### src/rtl/interrupt_init_sequencer.sv
// rtl/interrupt_init_sequencer.sv - 8259-style ICW/OCW write sequencer
// A write commits on the cycle after the strobe drops; all decode uses the latched address/data.
module interrupt_init_sequencer #(
   parameter logic [7:0] IMR_INIT = 8'h00
) (
   input  logic       clk,
   input  logic       reset,
   input  logic       CS_bar,
   input  logic       WR_bar,
   input  logic       A0,
   input  logic [7:0] data_in,
   output logic [2:0] state,
   output logic       init_done,
   output logic       ltim,
   output logic       single,
   output logic       ic4,
   output logic [4:0] vector_base,
   output logic [7:0] cascade_cfg,
   output logic       upm,
   output logic       aeoi,
   output logic       ms,
   output logic       buf_mode,
   output logic       sfnm,
   output logic [7:0] imr,
   output logic [7:0] ocw2_cmd,
   output logic       read_isr,
   output logic       smm,
   output logic       icw1_pulse,
   output logic       ocw1_pulse,
   output logic       ocw2_pulse,
   output logic       poll_pulse
);

   typedef enum logic [2:0] {
      WAIT_ICW1 = 3'd0,
      WAIT_ICW2 = 3'd1,
      WAIT_ICW3 = 3'd2,
      WAIT_ICW4 = 3'd3,
      READY     = 3'd4
   } state_t;

   state_t     state_q, state_d;
   logic       active, wr_q, a0_q, commit;
   logic [7:0] data_q;
   logic       icw1_wr, icw_data_wr, ocw1_wr, ocw2_wr, ocw3_wr;

   assign active = ~CS_bar & ~WR_bar;
   assign commit = wr_q & ~active;
   assign state  = state_q;

   always_ff @(posedge clk) begin
      if (reset) begin
         wr_q   <= 1'b0;
         a0_q   <= 1'b0;
         data_q <= 8'h00;
      end else begin
         wr_q <= active;
         if (active) begin
            a0_q   <= A0;
            data_q <= data_in;
         end
      end
   end

   always_ff @(posedge clk) begin
      if (reset) state_q <= WAIT_ICW1;
      else       state_q <= state_d;
   end

   always_comb begin
      state_d = state_q;
      if (commit) begin
         if (~a0_q & data_q[4]) begin
            state_d = WAIT_ICW2;
         end else if (a0_q) begin
            case (state_q)
               WAIT_ICW2: state_d = ~single ? WAIT_ICW3 : (ic4 ? WAIT_ICW4 : READY);
               WAIT_ICW3: state_d = ic4 ? WAIT_ICW4 : READY;
               WAIT_ICW4: state_d = READY;
               WAIT_ICW1,
               READY:     state_d = state_q;
               default:   state_d = WAIT_ICW1;
            endcase
         end
      end
   end

   always_comb begin
      init_done   = (state_q == READY);
      icw1_wr     = commit & ~a0_q & data_q[4];
      icw_data_wr = commit & a0_q;
      ocw1_wr     = commit & a0_q & (state_q == READY);
      ocw2_wr     = commit & ~a0_q & ~data_q[4] & ~data_q[3] & (state_q == READY);
      ocw3_wr     = commit & ~a0_q & ~data_q[4] &  data_q[3] & (state_q == READY);
   end

   always_ff @(posedge clk) begin
      if (reset) begin
         ltim        <= 1'b0;
         single      <= 1'b0;
         ic4         <= 1'b0;
         vector_base <= 5'd0;
         cascade_cfg <= 8'h00;
         {sfnm, buf_mode, ms, aeoi, upm} <= 5'b0;
         imr         <= IMR_INIT;
         ocw2_cmd    <= 8'h00;
         read_isr    <= 1'b0;
         smm         <= 1'b0;
         icw1_pulse  <= 1'b0;
         ocw1_pulse  <= 1'b0;
         ocw2_pulse  <= 1'b0;
         poll_pulse  <= 1'b0;
      end else begin
         icw1_pulse <= icw1_wr;
         ocw1_pulse <= ocw1_wr;
         ocw2_pulse <= ocw2_wr;
         poll_pulse <= ocw3_wr & data_q[2];
         // ICW1 restarts init but deliberately keeps vector_base/cascade_cfg
         if (icw1_wr) begin
            ltim     <= data_q[3];
            single   <= data_q[1];
            ic4      <= data_q[0];
            imr      <= IMR_INIT;
            read_isr <= 1'b0;
            smm      <= 1'b0;
            {sfnm, buf_mode, ms, aeoi, upm} <= 5'b0;
         end
         if (icw_data_wr) begin
            case (state_q)
               WAIT_ICW2: vector_base <= data_q[7:3];
               WAIT_ICW3: cascade_cfg <= data_q;
               WAIT_ICW4: {sfnm, buf_mode, ms, aeoi, upm} <= data_q[4:0];
               default:   ;
            endcase
         end
         if (ocw1_wr) imr      <= data_q;
         if (ocw2_wr) ocw2_cmd <= data_q;
         if (ocw3_wr) begin
            if (data_q[1]) read_isr <= data_q[0];
            if (data_q[6]) smm      <= data_q[5];
         end
      end
   end

endmodule

### config.mk
export PLATFORM = sky130hd
export DESIGN_NAME = interrupt_init_sequencer
export DESIGN_NICKNAME = d
export VERILOG_FILES = /design/src/rtl/interrupt_init_sequencer.sv
export SDC_FILE = /design/constraint.sdc
export NUM_CORES = 1
export LEC_CHECK = 0
export CAP_MARGIN = 0
export CORE_MARGIN = 1
export CORE_UTILIZATION = 46
export DETAILED_ROUTE_END_ITERATION = 6
export GPL_ROUTABILITY_DRIVEN = 0
export PLACE_DENSITY = 0.78
export REMOVE_ABC_BUFFERS = 1
export SLEW_MARGIN = 0
export SYNTH_ARGS = -nofsm -noshare
export SYNTH_HDL_FRONTEND = slang
export SYNTH_SLANG_ARGS = --single-unit
### constraint.sdc
create_clock -name clk -period 2.34 [get_ports clk]
set_clock_uncertainty 0.05 [all_clocks]
set_input_delay 0.234 -clock clk [delete_from_list [all_inputs] [get_ports clk]]
set_output_delay 0.234 -clock clk [all_outputs]
set_load 0.05 [all_outputs]
==> reports/qor.csv <==
metric,value,unit
htreeDepth,2,
die_x,69.42,um
status,"complete, no violations",
portBuffers,59,
clock-sinks,56,
fin_hold_ws,252.4,ps
ioPinCount,60,
clk_pin_slew,100,ps
hold_viol_final,0,
yosys.area.top_type_share,53.62,%
routed_wl,4.750,mm
cp_top_family,buffers and inverters,
path_buf_inv,1,
path_cells,clkdlybuf4s50_1,
cts.path.max_buffers,2,
peakVddDrop,0.2840,mV
synth_fa_ha_area_share,0,%
synth_top_family_by_area,simple AND/OR/NAND/NOR gates,
hold_buffers,0,
critical_path_class,reg -> out,
firstDrtPassIters,4,
synth_warnings,0,
num_rows,24,
wire_per_inst,14.35,um
synth.area.top_cells,"dfxtp_1 54%, mux2i_1 9.6%, nand2_1 4.8%",
start_kind,flop,
tightest_slew,577.3,ps
grt_pass1_vias,1580,
core_area,0.004354,mm2
grt_overflow,0,
cp-end-kind,output pin,
worstPathMaxFanout,13,
area_growth,35.79,%
synth_simple_gate_area_share,19.33,%
route.detailed.drc,0,
final_max_slew_viol_count,0,
cts_resized,0,
grt_max_degree,40,
crit_path_max_incr_delay,870,ps
yosysTopAreaCell,dfxtp_1,
nNetsFinal,291,
insertion_delay,310,ps
synth_compound_area_share,13.17,%
antenna_cells,0,
via_per_inst,5.314,
crit_arrival,1720,ps
vias,1759,
fill_cells,358,
critPathRequiredTime,2060,ps
finalCritPeriodShare,85.72,%
die_h,69.42,um
drive_gt1_share,7.168,%
placedCellCount,323,
track_usage,21.02,%
start_util,48.02,%
die-area,0.004818,mm2
min_path_type,in -> reg,
ant_nets,0,
slew_headroom,61.37,%
min_period,2006,ps
report.final.setup_viol,0,
cts_root_buffer,clkbuf_8,
synthMuxAreaShare,9.575,%
cp_slowest_cell,clkdlybuf4s50_1,
pre_cts_slack,400.9,ps
finalNonFillerCells,331,
antenna_found_initial,0,
synth_cells,218,
fin_util,65.20,%
total_leakage_power,1.101,nW
power.density,587.2,mW/mm2
fmax,498.5,MHz
synthXorXnorAreaFrac,0,%
setup_ws,334.0,ps
synth_area,0.002091,mm2
cts_buffers,5,
grt_pass1_wl,7.976,mm
yosys_register_bits,56,
ys_types,35,
drtIter0Drc,182,
cts_setup_buffers,0,
rsz0062_at_grt,false,
maxCapViolCount,0,
avgSynthCellArea,9.591,um2
cts_tree,done,
ys_seq_area_share,53.62,%
tns,0,ps
hpwl,3.208,mm
[state kept, by name, summed over array words and instances, names as in the netlist, 3 cells and up]
register     count
cascade_cfg      8
data_q           8
vector_base      5
ocw2_cmd         8
state            3
imr              8
[power by group]
| group | internal (mW) | total [mW] | switching [mW] | leakage (nW) |
|---|---|---|---|---|
| clock | 0.318 | 0.622 | 0.304 | 0.0552 |
| combinational | 0.0317 | 0.0690 | 0.0373 | 0.594 |
| sequential | 0.960 | 0.976 | 0.0159 | 0.452 |
[layer usage]
metal	global-route usage, %	part of all wire, %
met3	4.942	5.5
met4	8.844	1.4
met5	0	0
met1	28.92	46
met2	31.61	48
[cell type report]
type,instances,area (um2),area share [%]
Multi-Input combinational cell,140,879.6,30.98
Timing Repair Buffer,65,628.1,22.12
Clock inverter,2,35.03,1.234
Clock buffer,6,72.57,2.556
Tap cell,52,65.06,2.292
Inverter,10,37.54,1.322
Sequential cell,56,1121,39.49
[worst paths after layout]
path	from	end	slack, ps	depth (start not counted)
max	state[1]$_SDFFE_PP0P_	state[1]	330	1
min	reset	vector_base[1]$_SDFFE_PP0P_	250	2
max reg2reg	state[0]$_SDFFE_PP0P_	imr[3]$_SDFFE_PP0P_	430	4
min reg2reg	ltim$_SDFFE_PP0P_	ltim$_SDFFE_PP0P_	420	2
[cells by family after synthesis]
logic type | Yosys count
buffers and inverters | 22
AO/OA/AOI/OAI | 40
AND/OR/NAND/NOR | 80
flip-flops | 56
multiplexers | 20
[Yosys cell counts]
| cell | count |
|---|---|
| nand2b_1 | 7 |
| nand4_1 | 2 |
| buf_6 | 1 |
| mux2i_1 | 20 |
| or3b_2 | 1 |
| a32o_1 | 1 |
| nand3_1 | 2 |
| nor3b_1 | 3 |
| a311o_1 | 1 |
| a21oi_1 | 15 |
| o32ai_1 | 5 |
| o21ai_1 | 1 |
| o22ai_1 | 1 |
| or2_2 | 1 |
| or3_1 | 1 |
| nor2_1 | 25 |
| nor4_4 | 1 |
| a31o_2 | 1 |
| nor4b_1 | 1 |
| inv_1 | 10 |
| nor3_1 | 2 |
| or4b_4 | 1 |
| clkbuf_1 | 10 |
| a31oi_1 | 1 |
| nand2_1 | 27 |
| or2b_1 | 1 |
| buf_1 | 1 |
| o211a_1 | 1 |
| and4b_1 | 1 |
| o21ai_0 | 3 |
| nand3b_1 | 2 |
| dfxtp_1 | 56 |
| a211oi_1 | 2 |
| nor2b_1 | 2 |
| a22o_1 | 8 |
[stage by stage]
step                      power, mW  area (um2)
after floorplan               1.016        2038
after global routing          1.741        2839
final                         1.667        2839
after CTS                     1.680        2839
after detailed placement      1.067        2731
after global placement        1.066        2731
[cell usage in the layout (no fill, tap or decap), drive strengths merged, types with 3 or more instances in the layout]
cell	Yosys	layout
nand2	27	27
a22o	8	8
mux2i	20	20
nand2b	7	7
o32ai	5	5
nor3b	3	3
buf	2	8
a21oi	15	15
clkbuf	10	6
nor2	25	25
inv	10	10
clkdlybuf4s50	0	57
dfxtp	56	56
o21ai	4	4
No activity file was read; power rests on OpenSTA's default activity.
